**src/rtl/bus_rr_router.sv**
```systemverilog
// Packet router: arbitrates among DRVRS show-ahead FIFOs, pops one head word and
// pushes it to its destination(s). Optional drop counter enabled by BUS_RR_DROP_CNT_EN.
module bus_rr_router #(
  parameter int DRVRS = 4,
  parameter int PCKG_SZ = 32,
  parameter int ID_W = 8,
  parameter logic [ID_W-1:0] BROADCAST = {ID_W{1'b1}},
  parameter int ARB_MODE = 0
) (
  input  logic                     clk,
  input  logic                     reset,
  input  logic [DRVRS-1:0]         pndng,
  input  logic [DRVRS*PCKG_SZ-1:0] D_pop,
  output logic [DRVRS-1:0]         pop,
  output logic [DRVRS-1:0]         push,
  output logic [DRVRS*PCKG_SZ-1:0] D_push,
  output logic [15:0]              drop_cnt
);

  localparam int SRC_W = (DRVRS > 1) ? $clog2(DRVRS) : 1;

  typedef enum logic [1:0] {IDLE, POP, PUSH} state_t;

  state_t             state;
  logic [PCKG_SZ-1:0] pkt_q;
  logic [SRC_W-1:0]   src_q;
  logic [SRC_W-1:0]   last_winner;
  logic [SRC_W-1:0]   win;
  logic               any;
  logic [DRVRS-1:0]   push_mask;
  logic [ID_W-1:0]    dest;
  int                 dest_i;
  int                 src_i;
  logic [PCKG_SZ-1:0] heads [DRVRS];

  for (genvar g = 0; g < DRVRS; g++) begin : g_heads
    assign heads[g] = D_pop[g*PCKG_SZ +: PCKG_SZ];
  end

  // Round-robin search starts just after the previous winner.
  always_comb begin
    win = '0;
    any = 1'b0;
    if (ARB_MODE == 1) begin
      for (int i = DRVRS - 1; i >= 0; i--) begin
        if (pndng[i[SRC_W-1:0]]) begin
          win = i[SRC_W-1:0];
          any = 1'b1;
        end
      end
    end else begin
      for (int k = 0; k < DRVRS; k++) begin
        int idx;
        idx = (int'(last_winner) + 1 + k) % DRVRS;
        if (!any && pndng[idx[SRC_W-1:0]]) begin
          win = idx[SRC_W-1:0];
          any = 1'b1;
        end
      end
    end
  end

  // An all-zero mask means the packet is dropped.
  always_comb begin
    dest      = pkt_q[PCKG_SZ-1 -: ID_W];
    dest_i    = int'(dest);
    src_i     = int'(src_q);
    push_mask = '0;
    if (dest == BROADCAST)
      push_mask = ~(DRVRS'(1) << src_i);
    else if (dest_i < DRVRS && dest_i != src_i)
      push_mask = DRVRS'(1) << dest_i;
  end

  always_ff @(posedge clk) begin
    if (reset) begin
      state       <= IDLE;
      pop         <= '0;
      push        <= '0;
      D_push      <= '0;
      pkt_q       <= '0;
      src_q       <= '0;
      last_winner <= SRC_W'(DRVRS - 1);
    end else begin
      pop  <= '0;
      push <= '0;
      case (state)
        POP: begin
          push   <= push_mask;
          D_push <= {DRVRS{pkt_q}};
          state  <= PUSH;
        end
        default: begin
          if (any) begin
            pop         <= DRVRS'(1) << win;
            pkt_q       <= heads[win];
            src_q       <= win;
            last_winner <= win;
            state       <= POP;
          end else begin
            state <= IDLE;
          end
        end
      endcase
    end
  end

`ifdef BUS_RR_DROP_CNT_EN
  logic drop_now;
  assign drop_now = (state == POP) && (push_mask == '0);

  always_ff @(posedge clk) begin
    if (reset)
      drop_cnt <= '0;
    else if (drop_now && drop_cnt != 16'hFFFF)
      drop_cnt <= drop_cnt + 16'd1;
  end
`else
  assign drop_cnt = '0;
`endif

endmodule

```
**config.mk**
```make
export PLATFORM = sky130hd
export DESIGN_NAME = bus_rr_router
export DESIGN_NICKNAME = d
export VERILOG_FILES = /design/src/rtl/bus_rr_router.sv
export SDC_FILE = /design/constraint.sdc
export NUM_CORES = 1
export LEC_CHECK = 0
export BUFFER_PORTS_ARGS = -buffer_cell sky130_fd_sc_hd__buf_2
export CAP_MARGIN = 20
export CORE_AREA = 2 2 112 114
export DETAILED_ROUTE_END_ITERATION = 8
export DIE_AREA = 0 0 114 116
export MAX_ROUTING_LAYER = met4
export PLACE_DENSITY = 0.74
export SYNTH_ARGS = -nofsm -noshare
export SYNTH_HDL_FRONTEND = slang
export SYNTH_SLANG_ARGS = --single-unit
```
**constraint.sdc**
```tcl
create_clock -name clk -period 4.5 [get_ports clk]
set_clock_uncertainty 0.05 [all_clocks]
set_input_delay 0.225 -clock clk [delete_from_list [all_inputs] [get_ports clk]]
set_output_delay 0.225 -clock clk [all_outputs]
set_load 0.005 [all_outputs]
```
==> results by group <==
Floorplan
  • Die H: 116 um
  • Die W: 114 um
  • Core box area: 0.01191 mm^2
  • Initial Util: 39.77%
  • Row count: 40
  • Die area: 0.01322 mm^2
  • I/O pins: 286

CTS
  • CTS tree: yes
  • Root buffer cell: clkbuf_16
  • CTS Buffer Depth: 2
  • Num CTS Buffers: 9
  • Clock Latency Late Sink: 0.33 ns
  • Post-CTS sizing: 0
  • Post-CTS Setup Bufs: 0
  • Hold Buf Count CTS: 0
  • Htree depth: 3
  • Clock Sinks: 78
  • Reg clk slew, reported paths: 0.06 ns

Yosys
  • Commonest cells in the netlist: buf_4 (118), nand2_1 (98), dfxtp_1 (78)
  • Largest cells by area after synthesis: dfxtp_1 (33%), buf_4 (19%), nand2_1 (7.8%), mux2_2 (7.4%), mux2i_1 (7.0%)
  • Most common cell in the netlist: buf_4
  • Seq cells post-synth: 78
  • Synth cell types: 36
  • Post-synthesis cell count: 571
  • Mean Syn Cell Area: 8.296 um^2
  • Synth Flop Type: dfxtp_1
  • Synth Cell Area: 0.004737 mm^2
  • Synth area leader: dfxtp_1
  • Sequential share of the synthesized area: 32.96%
  • Syn. warnings: 0
  • Top-area cell type share of the netlist area: 32.96%
  • Post-synth EDFFs: 0
  • Asr flop ratio synth: 0%

Detailed routing
  • WL/cell: 13.97 um
  • Avg Vias per Cell: 4.832
  • DRT Pass-1 Iters: 4
  • Via count: 4204
  • DRC viols: 0
  • ANT nets after route: 0
  • DRT Wirelength: 12160 um
  • Drt initial violations: 252

Placed design
  • Dpl hpwl: 8722 um
  • Port buffer count: 269
  • Final GP Congestion: 0.7598
  • Placed cell area: 0.005328 mm^2

Finish
  • Final core utilization: 47.30%
  • Share of cells above drive strength 1: 45.37%
  • N_diodes: 0
  • Post-route cell area: 0.005634 mm^2
  • Area growth syn-to-layout: 18.94%
  • NumNets Final: 852

Setup path
  • Crit. End Element: flip-flop
  • Crit path DAT: 2.76 ns
  • Worst setup path class: reg2reg
  • Crit path required time: 4.70 ns
  • Worst Path Max Fanout: 46
  • R2R Setup Slk: 1.93 ns
  • Worst setup SP type: flip-flop

STA
  • Setup Viol. Count Final: 0
  • Final Slew Violations: 0
  • Final cycle utilization of the critical path: 57.08%
  • Slew HR: 40.19%
  • Achievable Freq: 0.3893 GHz
  • Worst slew pin tran: 0.8972 ns
  • RSZ-0062 raised after global routing: false
  • Hold Vio Cnt, Final: 0
  • Final setup TNS: 0 ns
  • Fin crit period: 2.569 ns

Global route
  • Vias in the first global route: 3665
  • Total track usage: 17.95%
  • Largest net degree at the start of global routing: 67
  • Total gr overflow: 0
  • First-pass GRT wire length: 18180 um
  • Initial antenna violation count: 0

Run
  • Max-Cap Viols: 0

Hold path
  • Worst hold path class: in2reg

Run status
  • Outcome: finished clean

Pwr
  • Worst VDD drop: 0.2079 mV
  • Cell area power density: 363.3 mW/mm^2
  • Pleak: 2.719 nW
[metrics by stage]
step	setup slack [ns]	std cells	hold WS, ns	power, mW
floorplan	2.840	586	0.3821	1.217
global placement	1.871	854	0.3892	1.318
detailed placement	1.799	854	0.3950	1.326
CTS	1.903	870	0.1361	2.073
global route	1.670	870	0.1457	2.162
finish	1.931	870	0.1452	2.047
[logic make-up after synthesis]
family,after synthesis,share of synthesized area [%]
buffers and inverters,155,22.64
multiplexers,65,14.58
AO/OA/AOI/OAI,77,10.94
other,1,0.07916
AND/OR/NAND/NOR,195,18.81
flip-flops,78,32.96
[registers in the layout (all words and copies together) (netlist names)]
signal,count
push,4
src_q,2
pop,4
pkt_q,32
state,2
last_winner,2
D_push,32
[cell usage in the layout (no fill, tap or decap), types with 2 or more instances in the layout]
cell and count:
nand2b_1 3, a211oi_1 2, dfxtp_1 78, mux2_2 31, mux2i_1 33, nor2_1 9
buf_2 269, buf_4 2, nand4_1 2, and3_1 3, clkbuf_16 9, a21oi_1 35
nor2b_1 2, inv_6 3, nand3_1 66, o211ai_1 32, inv_1 4, a221oi_1 3
conb_1 16, nand2_1 98, or2_2 2
[power breakdown]
part / internal (mW) / switching, mW / total [mW]
Combinational: 0.222 / 0.253 / 0.474
Clock: 0.451 / 0.290 / 0.741
Sequential: 0.768 / 0.0630 / 0.831
[area by class of cell]
type                            count  area, um^2
Fill cell                        1198        6277
Multi-Input combinational cell    353        2186
Sequential cell                    78        1562
Timing Repair Buffer              272        1381
Clock buffer                       11       242.7
Tap cell                          147       183.9
Clock inverter                      5       63.81
Inverter                            4       15.01
[critical path, cell delays in order, from the launching register on]
cell and delay, ns:
dfxtp_1 0.32, nor2b_4 0.25, nor3b_4 0.77, buf_4 0.56, nand3_1 0.15, mux2_2 0.29, o211ai_1 0.07
[per-layer routing]
metal,GRT usage (%),wire (um),up-vias
met5,-,0,-
met4,5.854,159,0
met3,2.824,621,15
met2,29.88,6046,159
met1,22.34,5329,1909
li1,-,-,2121
[path summary, 6_finish.rpt]
kind,startpoint,cells after the start,end
hold reg to reg,pkt_q[6]$_SDFFE_PP0P_,2,D_push[102]$_SDFFE_PP0P_
setup / recovery,state[0]$_SDFF_PP0_,6,pkt_q[13]$_SDFFE_PP0P_
hold / removal,D_pop[77],3,pkt_q[13]$_SDFFE_PP0P_
setup reg to reg,state[0]$_SDFF_PP0_,6,pkt_q[13]$_SDFFE_PP0P_
(Power assumes the default switching activity.)
